==> src/rtl/cache_pkg.sv <==
// rtl/cache_pkg.sv - shared cache line constants and types for the fill and eviction paths
package cache_pkg;
  localparam int WORD_W         = 32;
  localparam int WORDS_PER_LINE = 8;
  localparam int LINE_W         = WORD_W * WORDS_PER_LINE;
  localparam int CNT_W          = $clog2(WORDS_PER_LINE);

  typedef logic [WORD_W-1:0] word_t;
  typedef logic [WORDS_PER_LINE-1:0][WORD_W-1:0] line_t;

  typedef enum logic [1:0] {
    IDLE,
    FILL,
    DONE
  } deser_state_t;
endpackage

==> src/rtl/deserializer_if.sv <==
// rtl/deserializer_if.sv - fill-path handshake between memory side, deserializer and cache array
interface deserializer_if;
  import cache_pkg::*;

  logic  start;
  word_t word_in;
  logic  word_valid;
  logic  word_ready;
  line_t line_out;
  logic  line_valid;
  logic  line_ack;
  logic  busy;
  logic  stray;

  modport master (
    output start, word_in, word_valid, line_ack,
    input  word_ready, line_out, line_valid, busy, stray
  );

  modport slave (
    input  start, word_in, word_valid, line_ack,
    output word_ready, line_out, line_valid, busy, stray
  );
endinterface

==> src/rtl/deserializer.sv <==
// rtl/deserializer.sv - collects eight memory words into one 256-bit cache line
module deserializer
  import cache_pkg::*;
(
  input logic           clk,
  input logic           rst,
  deserializer_if.slave bus
);

  deser_state_t     state;
  deser_state_t     state_nxt;
  logic [CNT_W-1:0] cnt;
  line_t            buffer;
  logic             stray_q;
  logic             restart;
  logic             accept;
  logic             ready;
  logic             valid;
  logic             busy;

  // State register; reset drops any partially collected line.
  always_ff @(posedge clk) begin
    if (rst) state <= IDLE;
    else     state <= state_nxt;
  end

  // Next state and state-derived handshake outputs.
  always_comb begin
    state_nxt = state;
    restart   = 1'b0;
    ready     = 1'b0;
    valid     = 1'b0;
    busy      = 1'b0;
    case (state)
      IDLE: begin
        if (bus.start) begin
          state_nxt = FILL;
          restart   = 1'b1;
        end
      end
      FILL: begin
        ready = 1'b1;
        busy  = 1'b1;
        if (bus.word_valid && cnt == CNT_W'(WORDS_PER_LINE - 1)) state_nxt = DONE;
      end
      DONE: begin
        valid = 1'b1;
        busy  = 1'b1;
        if (bus.line_ack) begin
          // Ack with start chains straight into the next fill, no IDLE gap.
          state_nxt = bus.start ? FILL : IDLE;
          restart   = bus.start;
        end
      end
      default: state_nxt = IDLE;
    endcase
  end

  assign accept = ready && bus.word_valid;

  // Word counter and line buffer; the counter wraps to 0 on the last word.
  always_ff @(posedge clk) begin
    if (rst) begin
      cnt    <= '0;
      buffer <= '0;
    end else if (restart) begin
      cnt <= '0;
    end else if (accept) begin
      buffer[cnt] <= bus.word_in;
      cnt         <= cnt + CNT_W'(1);
    end
  end

  // Diagnostic: a word offered while not ready is dropped and flagged next cycle.
  always_ff @(posedge clk) begin
    if (rst) stray_q <= 1'b0;
    else     stray_q <= bus.word_valid && !ready;
  end

  assign bus.word_ready = ready;
  assign bus.line_valid = valid;
  assign bus.busy       = busy;
  assign bus.stray      = stray_q;
  assign bus.line_out   = buffer;

endmodule

==> src/flat_wrapper.sv <==
// flat-port wrapper written by rule: the top's interface ports become plain ports
module deserializer_flat import cache_pkg::*;
  (clk, rst, bus_start, bus_word_in, bus_word_valid, bus_line_ack, bus_word_ready, bus_line_out, bus_line_valid, bus_busy, bus_stray);
  deserializer_if bus_i ();
  input logic clk;
  input logic rst;
  input wire logic [$bits(bus_i.start)-1:0] bus_start;
  input wire logic [$bits(bus_i.word_in)-1:0] bus_word_in;
  input wire logic [$bits(bus_i.word_valid)-1:0] bus_word_valid;
  input wire logic [$bits(bus_i.line_ack)-1:0] bus_line_ack;
  output wire logic [$bits(bus_i.word_ready)-1:0] bus_word_ready;
  output wire logic [$bits(bus_i.line_out)-1:0] bus_line_out;
  output wire logic [$bits(bus_i.line_valid)-1:0] bus_line_valid;
  output wire logic [$bits(bus_i.busy)-1:0] bus_busy;
  output wire logic [$bits(bus_i.stray)-1:0] bus_stray;
  assign bus_i.start = bus_start;
  assign bus_i.word_in = bus_word_in;
  assign bus_i.word_valid = bus_word_valid;
  assign bus_i.line_ack = bus_line_ack;
  assign bus_word_ready = bus_i.word_ready;
  assign bus_line_out = bus_i.line_out;
  assign bus_line_valid = bus_i.line_valid;
  assign bus_busy = bus_i.busy;
  assign bus_stray = bus_i.stray;
  deserializer u_core (.clk(clk), .rst(rst), .bus(bus_i));
endmodule
==> config.mk <==
export PLATFORM = sky130hd
export DESIGN_NAME = deserializer_flat
export DESIGN_NICKNAME = d
export VERILOG_FILES = /design/src/rtl/cache_pkg.sv /design/src/rtl/deserializer_if.sv /design/src/rtl/deserializer.sv /design/src/flat_wrapper.sv
export SDC_FILE = /design/constraint.sdc
export NUM_CORES = 1
export LEC_CHECK = 0
export ABC_AREA = 1
export BUFFER_PORTS_ARGS = -buffer_cell sky130_fd_sc_hd__buf_2
export CAP_MARGIN = 15
export CORE_ASPECT_RATIO = 1.25
export CORE_MARGIN = 5
export CORE_UTILIZATION = 47
export DETAILED_ROUTE_END_ITERATION = 10
export HOLD_SLACK_MARGIN = 0.02
export PLACE_DENSITY = 0.82
export SYNTH_ARGS = -nofsm -noshare
export SYNTH_HDL_FRONTEND = slang
export SYNTH_SLANG_ARGS = --single-unit
export TNS_END_PERCENT = 5
==> constraint.sdc <==
create_clock -name clk -period 1.5 [get_ports clk]
set_input_delay 0.3 -clock clk [delete_from_list [all_inputs] [get_ports clk]]
set_output_delay 0.3 -clock clk [all_outputs]
set_load 0.05 [all_outputs]
==> flow_metrics.tcl <==
set metrics [dict create \
    outcome "finished, violations left" \
    violations "setup timing" \
    cts_tree "done" \
    drv_cap 0 \
    overflow 0 \
    worst_slack_ps -218 \
    yosysTopAreaCellShare_pct 50.2 \
    cp.required_ps 1960 \
    die_width_um 143 \
    hold_viol 0 \
    clock-root-buffer "clkbuf_16" \
    critPathArrivalTime_ps 2180 \
    p_sw_share_pct 32.7 \
    seqCellArea_um2 5250 \
    fin_tns_setup_ps -27750 \
    clockPowerShare_pct 34.3 \
    seq_area_frac_synth_pct 50.2 \
    grt_max_degree 60 \
    synth_top_family_by_area "simple AND/OR/NAND/NOR gates" \
    htree_num_levels 1 \
    synth.cell_area_um2 10400 \
    reg2reg_slack_ps -220 \
    avgSynthCellArea_um2 6.95 \
    clock-sinks 262 \
    core_um2 22100 \
    grt_pass1_wl_mm 54.3 \
    grt_pass1_vias 10305 \
    ant_nets 0 \
    dieHeight_um 177 \
    insertion_delay_ps 530 \
    pwr-share-seq_pct 38.9 \
    syn_inst 1504 \
    p_switching_uw 6180 \
    worst_pin_slew_ps 447 \
    drt_iter0_drc 1097 \
    critPathKind "flip-flop to flip-flop" \
    n_antenna_cell 0 \
    synth_xor_xnor_area_share_pct 0 \
    syn2layout_area_growth_pct 37.7 \
    synthTopCellsByArea "dfxtp_1, nor2_1, nand3_1" \
    path_clk_slew_ps 60 \
    post-route-util_pct 65.2 \
    antenna_found_initial 0 \
    first_pass_iters 6 \
    power_density_nw_per_um2 1310 \
    reg2reg_depth 12 \
    final_cell_mix "nor2_1, nand2_1, buf_2" \
    n_fill_cell 1784 \
    max-vdd-ir-drop_v 0.00144 \
    startpoint_type "flip-flop" \
    totalWireLength_mm 36.5 \
    holdPathStages 3 \
    hpwlAfterDp_mm 23.5 \
    synth.distinct_cells 16 \
    place_congestion 0.882 \
    final_max_slew_viol_count 0 \
    r2r-start "u_core.state[1]" \
    p_leak_uw 0.00688 \
    synthMuxAreaShare_pct 0 \
    drive_gt1_share_pct 26.8 \
    fmax_mhz 582 \
    rows 61 \
    wl_per_cell_um 17.3 \
    p_int_uw 12700 \
    syn-num-nets 1547 \
    vias_per_cell 5.31 \
    grtUsageTotal_pct 26.5 \
    rsz0062_at_grt "true" \
    ys_warn_count 0 \
    multi_input_area_um2 4840 \
    dieArea_um2 25300 \
    crit_path_end_kind "flip-flop" \
    synth_largest_area_cell "dfxtp_1" \
    timing.final.crit_share_pct 115 \
    synthSimpleGateAreaFrac_pct 42.2 \
    cts-buffers-inserted 25 \
    fin_crit_ps 1720 \
    vias 11189 \
    synthAdderAreaFrac_pct 0.718 \
    start_util_pct 47.4 \
    min_to "u_core.bus.stray" \
    ys_ff_latch 262 \
    synth_compound_area_share_pct 0.239 \
    drc 0 \
    max_slew_margin_pct 70.2 \
    min_from "bus_word_valid" \
    hp-class "input pin to flip-flop" \
    clk_path_buf_depth 3 \
    final_nets 1850 \
    setup_viol 259 \
    worst_clock_skew_ps 9.39 \
    mostFrequentLayoutCell "nor2_1" \
    io_buffers 296 \
    power_frac_comb_pct 26.8 \
    io_pins 297 \
    path_max_fanout 6 \
    reg2reg_to "u_core.bus.line_out[213]" \
]
[cell type report]
class,instances,share of cell area (%)
multi-input cells,1090,33.7
clock inverters,7,0.470
clock buffers,38,5.45
repair buffers,381,20.1
flip-flops and latches,262,36.5
well taps,283,2.46
inverters,47,1.33
[per-stage QoR]
stage	worst slack, ps	area (um2)	cells	total power (uW)	hold WS [ps]
after floorplan	-95.5	10600	1504	10600	365
after global placement	-101	12800	2039	11700	458
after detailed placement	-148	12800	2039	11700	465
after CTS	-195	14000	2098	18600	130
after global routing	-288	14400	2108	19600	151
final	-218	14400	2108	18900	144
[how the worst max path moves through the flow]
stage | start | end | slack [ps] | depth (start not counted)
2_1_floorplan | u_core.state[1] | u_core.bus.line_out[129] | -100 | 10
3_3_place_gp | u_core.state[0] | u_core.bus.line_out[133] | -100 | 9
3_5_place_dp | u_core.state[0] | u_core.bus.line_out[135] | -150 | 9
4_1_cts | u_core.state[1] | bus_line_valid | -200 | 4
5_1_grt | u_core.state[1] | u_core.bus.line_out[21] | -290 | 12
6_report | u_core.state[1] | u_core.bus.line_out[213] | -220 | 12
[worst max-delay path, cell delays in order (launching register included)]
cell	delay, ps
dfxtp_2	340
inv_4	80
ha_4	160
buf_12	130
nand2_8	50
nor2_4	140
buf_6	130
nand2_4	50
nor2_4	120
buf_12	150
buf_6	150
nor2_1	50
nor2_1	110
[sequential cells by signal, summed over array words and instances (netlist names)]
signal               cells
u_core.bus.line_out    256
u_core.state             2
u_core.cnt               3
u_core.bus.stray         1
[timing repair]
| item | in CTS | in global routing |
|---|---|---|
| endpoints found under the hold margin | 1 | 0 |
| pin swaps | 58 | 69 |
| setup endpoints to repair | 263 | 285 |
| resized for setup | 44 | 70 |
| gates cloned | 3 | 7 |
| hold buffers | 1 | 0 |
| buffers inserted | 10 | 4 |
[logic make-up after synthesis]
group	Yosys count
DFF	262
and+or+nand+nor	1079
AOI/OAI and AO/OA	5
buffers and inverters	152
adders and majority gates	6
[layer usage]
| layer | GRT usage, % | vias up | share of wire, % | wire length [um] |
|---|---|---|---|---|
| met5 | 0 | - | 0 | 0 |
| met4 | 11.3 | 0 | 4.5 | 1660 |
| met3 | 4.35 | 127 | 9.4 | 3450 |
| met2 | 45.4 | 630 | 49 | 17900 |
| met1 | 32.6 | 5146 | 37 | 13500 |
| li1 | - | 5286 | - | - |
[power groups by stage]
stage / sequential [uW] / combinational, uW / clock, uW
global route: 7380 / 5390 / 6830
finish: 7360 / 5060 / 6480
detailed placement: 7500 / 4250 / 0
CTS: 7360 / 4730 / 6530
floorplan: 8170 / 2470 / 0
global placement: 7490 / 4180 / 0
[cell usage after synthesis (all sizes together)]
cell,count
a21oi,4
buf,97
clkbuf,8
dfxtp,262
ha,6
inv,47
nand2,284
nand3,262
nor2,533
o21ai,1
Note: power is estimated with default switching activity, not from simulation.
